**config.mk**
```make
export PLATFORM = sky130hd
export DESIGN_NAME = fwd_hazard_ctrl
export DESIGN_NICKNAME = d
export VERILOG_FILES = /design/src/rtl/cpu_pkg.sv /design/src/rtl/fwd_port_match.sv /design/src/rtl/fwd_hazard_ctrl.sv
export SDC_FILE = /design/constraint.sdc
export NUM_CORES = 1
export LEC_CHECK = 0
export CAP_MARGIN = 20
export CORE_MARGIN = 5
export CORE_UTILIZATION = 36
export CTS_CLUSTER_DIAMETER = 120
export CTS_CLUSTER_SIZE = 30
export DETAILED_ROUTE_END_ITERATION = 10
export PLACE_DENSITY = 0.77
export SETUP_SLACK_MARGIN = 0.15
export SYNTH_ARGS = -nofsm -noshare
export SYNTH_HDL_FRONTEND = slang
export SYNTH_SLANG_ARGS = --single-unit
export TNS_END_PERCENT = 5
```
**constraint.sdc**
```tcl
create_clock -name clk -period 1.9 [get_ports clk]
set_input_delay 0.19 -clock clk [delete_from_list [all_inputs] [get_ports clk]]
set_output_delay 0.19 -clock clk [all_outputs]
set_load 0.02 [all_outputs]
```
**src/rtl/cpu_pkg.sv**
```systemverilog
// Shared CPU pipeline constants used by the forwarding/hazard control block.
package cpu_pkg;

    // Operand select value meaning "take the operand from the register file".
    localparam int FW_SEL_RF = 0;

    // Architectural zero register; it never carries a forwarded value.
    localparam logic [4:0] REG_ZERO = 5'd0;

    // Width of the multicycle mul/div latency down-counter.
    localparam int MD_CNT_W = 8;

endpackage : cpu_pkg

```
**src/rtl/fwd_port_match.sv**
```systemverilog
// Per-read-port forwarding match: picks the youngest in-flight writer of the
// port's register and flags a hazard if that writer's result is not ready yet.
module fwd_port_match
    import cpu_pkg::*;
#(
    parameter int NST  = 2,
    parameter int SELW = 2
) (
    input  logic [4:0]      addr,
    input  logic            used,
    input  logic [NST-1:0]  st_wreg,
    input  logic [NST*5-1:0] st_dst,
    input  logic [NST-1:0]  st_rdy,
    output logic [SELW-1:0] sel,
    output logic            hazard
);

    logic sel_rdy;

    // Scan oldest to youngest so the stage nearest EXE overrides older matches.
    always_comb begin
        sel     = SELW'(FW_SEL_RF);
        sel_rdy = 1'b1;
        for (int s = NST - 1; s >= 0; s--) begin
            if (st_wreg[s] && (st_dst[s*5 +: 5] == addr)) begin
                sel     = SELW'(s + 1);
                sel_rdy = st_rdy[s];
            end
        end
        if (addr == REG_ZERO) begin
            sel     = SELW'(FW_SEL_RF);
            sel_rdy = 1'b1;
        end
        // A not-ready youngest writer stalls; an older ready copy is stale.
        hazard = used && !sel_rdy;
    end

endmodule : fwd_port_match

```
**src/rtl/fwd_hazard_ctrl.sv**
```systemverilog
// Forwarding select and stall control for the EXE/ID read ports, plus the
// multicycle mul/div busy tracker guarding HI/LO reads.
// Optional build macro FWD_STALL_CNT_EN adds a saturating stall-cycle counter
// output (stall_cnt); without it the port and register do not exist.
module fwd_hazard_ctrl
    import cpu_pkg::*;
#(
    parameter  int NST    = 2,
    parameter  int NRP    = 4,
    parameter  int MD_LAT = 32,
    localparam int SELW   = $clog2(NST + 1)
) (
    input  logic               clk,
    input  logic               rst_n,
    input  logic [NRP*5-1:0]   rd_addr,
    input  logic [NRP-1:0]     rd_used,
    input  logic [NST-1:0]     st_wreg,
    input  logic [NST*5-1:0]   st_dst,
    input  logic [NST-1:0]     st_rdy,
    input  logic               hilo_rd,
    input  logic               md_start,
    input  logic               md_cancel,
    output logic [NRP*SELW-1:0] fw_sel,
`ifdef FWD_STALL_CNT_EN
    output logic               stall,
    output logic               md_busy,
    output logic [31:0]        stall_cnt
`else
    output logic               stall,
    output logic               md_busy
`endif
);

    logic [NRP*SELW-1:0] sel_raw;
    logic [NRP-1:0]      hazard;
    logic [MD_CNT_W-1:0] md_cnt_q, md_cnt_d;

    for (genvar p = 0; p < NRP; p++) begin : g_port
        fwd_port_match #(
            .NST  (NST),
            .SELW (SELW)
        ) u_match (
            .addr    (rd_addr[p*5 +: 5]),
            .used    (rd_used[p]),
            .st_wreg (st_wreg),
            .st_dst  (st_dst),
            .st_rdy  (st_rdy),
            .sel     (sel_raw[p*SELW +: SELW]),
            .hazard  (hazard[p])
        );
    end

    // Outputs are forced quiet while reset is held, even mid mul/div.
    always_comb begin
        md_busy = rst_n && (md_cnt_q != '0);
        fw_sel  = rst_n ? sel_raw : '0;
        stall   = rst_n && ((|hazard) || (hilo_rd && md_busy));
    end

    // Mul/div countdown: cancel beats start, start reloads even when busy.
    always_comb begin
        md_cnt_d = md_cnt_q;
        if (md_cancel) begin
            md_cnt_d = '0;
        end else if (md_start) begin
            md_cnt_d = MD_CNT_W'(MD_LAT);
        end else if (md_cnt_q != '0) begin
            md_cnt_d = md_cnt_q - 1'b1;
        end
    end

    // Mul/div counter register with synchronous active-low reset.
    always_ff @(posedge clk) begin
        if (!rst_n) md_cnt_q <= '0;
        else        md_cnt_q <= md_cnt_d;
    end

`ifdef FWD_STALL_CNT_EN
    logic [31:0] stall_cnt_q, stall_cnt_d;

    // Count stalled cycles, sticking at all-ones rather than wrapping.
    always_comb begin
        stall_cnt_d = stall_cnt_q;
        if (stall && (stall_cnt_q != 32'hFFFF_FFFF)) stall_cnt_d = stall_cnt_q + 32'd1;
    end

    // Stall counter register with synchronous active-low reset.
    always_ff @(posedge clk) begin
        if (!rst_n) stall_cnt_q <= '0;
        else        stall_cnt_q <= stall_cnt_d;
    end

    assign stall_cnt = stall_cnt_q;
`endif

endmodule : fwd_hazard_ctrl
```
==> out/results.md <==
| Result | Value |
|:---|:---|
| Syn Inst Count | 137 |
| First-pass iteration count of the detailed router | 4 |
| Cell with the most instances after synthesis | sky130_fd_sc_hd__xor2_1 |
| Wirelength, routed | 4226 um |
| Number of filler instances in the final layout | 192 |
| Cell type with the highest aggregate area in the netlist | sky130_fd_sc_hd__xor2_1 |
| Via density | 5.186 |
| Outcome | finished with violations |
| Highest achievable clock rate | 0.4497 GHz |
| Avg Inst Size Synth | 7.562 sq um |
| First-pass GRT wire length | 6803 um |
| Cell Area, Placed | 1993 sq um |
| Antenna Cells | 0 |
| Floorplan die area | 4051 sq um |
| Global-route track usage on met2 | 41.88% |
| Register area share after synthesis | 15.46% |
| Mapped Nets | 181 |
| Area occupied by multi-input gates | 1067 sq um |
| Worst hold start | md_start |
| Average routed wire per standard cell | 15.15 um |
| Total of endpoints with negative setup slack in the final report | 2 |
| Area of the mapped netlist | 1036 sq um |
| Crit-path max FO | 2 |
| Final standard cell area without fillers | 2213 sq um |
| Dpl hpwl | 3381 um |
| Power per Cell Area | 387.8 nW/um^2 |
| Slowest stage cell on the critical path | sky130_fd_sc_hd__or3_4 |
| Synth-to-layout area growth | 113.6% |
| Required time of the critical path | 1.71 ns |
| Remaining global-route overflow | 0 |
| Hold Vio Cnt, Final | 0 |
| Number of sinks handled by clock tree synthesis | 8 |
| Slew @ Worst Pin | 0.3864 ns |
| Placeable core region | 2758 sq um |
| Number of max-cap violations | 0 |
| Commonest cells in the netlist | sky130_fd_sc_hd__xor2_1, sky130_fd_sc_hd__xnor2_1, sky130_fd_sc_hd__nor2_1, sky130_fd_sc_hd__nor4_1, sky130_fd_sc_hd__dfxtp_1 |
| Leading cell types by total area after synthesis | sky130_fd_sc_hd__xor2_1, sky130_fd_sc_hd__xnor2_1, sky130_fd_sc_hd__dfxtp_1, sky130_fd_sc_hd__nor4_1, sky130_fd_sc_hd__nor2_1 |
| Met3 track utilization from global routing | 2.664% |
| Endpoint of the most critical register-to-register path | md_cnt_q[5] |
| Number of antenna violations at the first check in global routing | 0 |
| TritonCTS clock tree | yes |
| Die Ht | 63.65 um |
| Initial Util | 37.57% |
| Worst slew slack as a fraction of its limit | 74.24% |
| Max reg flops | 8 |
| Depth of the worst register-to-register path | 8 |
| Crit path arrival time | 2.03 ns |
| Clk_lat worst skew | 0.26 ns |
| Worst hold slack across all endpoints | 0.5147 ns |
| Largest regs | md_cnt_q x8 |
| Worst hold-check path type | input port to flip-flop |
| Count of flip-flops with a built-in enable after synthesis | 0 |
| Endpoint with the worst hold slack | md_cnt_q[5] |
| Largest Register | md_cnt_q |
| Most used flip-flop cell after synthesis | sky130_fd_sc_hd__dfxtp_1 |
| Fraction of post-synthesis cell area in the top cell type by area | 18.60% |
| Global-route layer with the greatest usage | met2 |
| Met1 layer usage reported by global route | 19.89% |
| Number of nets still failing antenna checks after routing | 0 |
| Final Max Slew Viols | 0 |
| Port bufs | 52 |
| #FFs+latches synth | 8 |
| Tcrit/Tclk final | 117.0% |
| Worst path max stage delay | 0.40 ns |
| Violated checks | setup timing |
| Setup crit end kind | output port |
| CTS H-tree lvls | 1 |
| Count of yosys warnings during synthesis | 0 |
| Fin nets | 294 |
| Register cell area after layout | 162.7 sq um |
| Total routing usage reported by global routing | 20.45% |
| Buffers from clock root to sink, at most | 2 |
| Total CTS buffers | 3 |
| Critical setup path kind | flip-flop to output port |
| Number of unique standard cell types used by synthesis | 34 |
| Min Tclk post-route | 2.223 ns |
| DIE WIDTH | 63.65 um |
| Vias post-DR | 1447 |
| Detailed Route Iter0 Violations | 42 |
| Final core utilization | 80.26% |
| Pin count of the biggest net entering global routing | 7 |
| CTS root buf | sky130_fd_sc_hd__clkbuf_4 |
| Hold buffers post-CTS | 0 |
| Number of standard-cell rows in the floorplan | 19 |
| Worst setup margin | -0.3235 ns |
| RSZ-0062 raised after global routing | yes |
| Drc violations | 0 |
| Share of cells above drive strength 1 | 48.79% |
| VDD IR max | 337.2 uV |
| R2r setup slk | 0.30 ns |
| # IOs | 53 |
| Last weighted congestion value of the routability-driven placer | 0.9328 |
| Overall power after layout | 858.4 uW |
| Clock-pin slew of the registers on the worst-case setup and hold paths | 0.06 ns |
| Leakage Power | 0.9893 nW |
| Startpoint type of the worst setup path | flip-flop |
| Async set or reset register ratio after synthesis | 0% |
| Clock Skew | 0.007465 ns |
| RR Startpoint | md_cnt_q[1] |
| Critical Path, Cell by Cell | inv_2 > ha_4 > nand3_4 > or3_4 > a32o_2 > a221oi_4 > o32ai_4 > buf_6 |
| Vias in the first global route | 1605 |
| Depth of the worst hold-timing path | 3 |
-- how the worst max path moves through the flow --
stage | cells after the start | from | to
after floorplan | 8 | md_cnt_q[1] | stall
after global placement | 7 | rd_addr[0] | stall
after detailed placement | 7 | rd_addr[0] | stall
after CTS | 8 | md_cnt_q[0] | stall
after global routing | 8 | md_cnt_q[1] | stall
final | 8 | md_cnt_q[1] | stall
-- layout by cell type (no fill, tap or decap), types with 3 or more instances in the layout --
cell type | Yosys | layout
sky130_fd_sc_hd__clkdlybuf4s15_1 | 0 | 3
sky130_fd_sc_hd__nor4_2 | 0 | 6
sky130_fd_sc_hd__nor2b_1 | 3 | 3
sky130_fd_sc_hd__xnor2_1 | 21 | 17
sky130_fd_sc_hd__clkdlybuf4s50_1 | 0 | 12
sky130_fd_sc_hd__and2_1 | 5 | 4
sky130_fd_sc_hd__a21oi_1 | 4 | 3
sky130_fd_sc_hd__nand2_1 | 7 | 6
sky130_fd_sc_hd__dlygate4sd2_1 | 0 | 13
sky130_fd_sc_hd__dfxtp_1 | 8 | 6
sky130_fd_sc_hd__nor2_1 | 11 | 10
sky130_fd_sc_hd__and3_4 | 0 | 3
sky130_fd_sc_hd__inv_1 | 4 | 3
sky130_fd_sc_hd__xor2_1 | 22 | 22
sky130_fd_sc_hd__nor3_1 | 6 | 5
sky130_fd_sc_hd__xnor2_2 | 0 | 4
sky130_fd_sc_hd__clkbuf_4 | 0 | 3
sky130_fd_sc_hd__nand4_1 | 3 | 3
sky130_fd_sc_hd__clkbuf_2 | 0 | 8
sky130_fd_sc_hd__buf_4 | 0 | 59
sky130_fd_sc_hd__clkdlybuf4s15_2 | 0 | 4
sky130_fd_sc_hd__buf_6 | 0 | 9
sky130_fd_sc_hd__nand2b_1 | 4 | 4
-- per-layer routing --
| layer | up-vias | share of wire, % |
|---|---|---|
| met4 | 0 | 2.5 |
| li1 | 706 | - |
| met2 | 58 | 56 |
| met5 | - | 0 |
| met3 | 11 | 5.1 |
| met1 | 672 | 36 |
-- repair_timing --
action,4_1_cts,5_1_grt
buffers inserted,6,3
cloned,0,0
gates resized for setup,120,40
pin swaps,24,22
setup endpoints to repair,10,10
-- critical path: cells and delay by family, from the launching register on --
family          cells  cell delay (ns)
fa+ha+maj           1             0.15
simple gates        2             0.47
buf+inv             2             0.22
flops               1             0.32
compound gates      3             0.62
-- cells by family (layout without fill, tap and decap cells) --
| kind of cell | count (synthesis) | in the layout | share of synthesized area, % |
|---|---|---|---|
| buffers and inverters | 7 | 118 | 2.655 |
| xor gates and xnor gates | 43 | 43 | 36.35 |
| DFF | 8 | 8 | 15.46 |
| AOI/OAI and AO/OA | 15 | 15 | 10.99 |
| and+or+nand+nor | 63 | 63 | 33.34 |
| adders and majority gates | 1 | 1 | 1.208 |
-- final cells by class --
cell class,count,area share (%)
Sequential cell,8,7.349
Clock buffer,3,1.018
Timing Repair Buffer,110,40.81
Multi-Input combinational cell,122,48.22
Inverter,5,0.8479
Tap cell,31,1.752
-- per-stage QoR --
| stage | std cells | setup slack (ns) | TNS [ns] |
|---|---|---|---|
| 2_1_floorplan | 137 | 0.009853 | 0 |
| 3_3_place_gp | 267 | -0.9135 | -5.479 |
| 3_5_place_dp | 267 | -0.9341 | -5.861 |
| 4_1_cts | 276 | -0.3021 | -0.3021 |
| 5_1_grt | 279 | -0.4118 | -0.4874 |
| 6_report | 279 | -0.3235 | -0.3502 |
-- where the power goes --
part,switching (mW),internal [mW],leakage (nW)
logic,0.239,0.300,0.910
clock network,0.0577,0.0723,0.0138
registers,0.00950,0.180,0.0659
(Power assumes the default switching activity.)
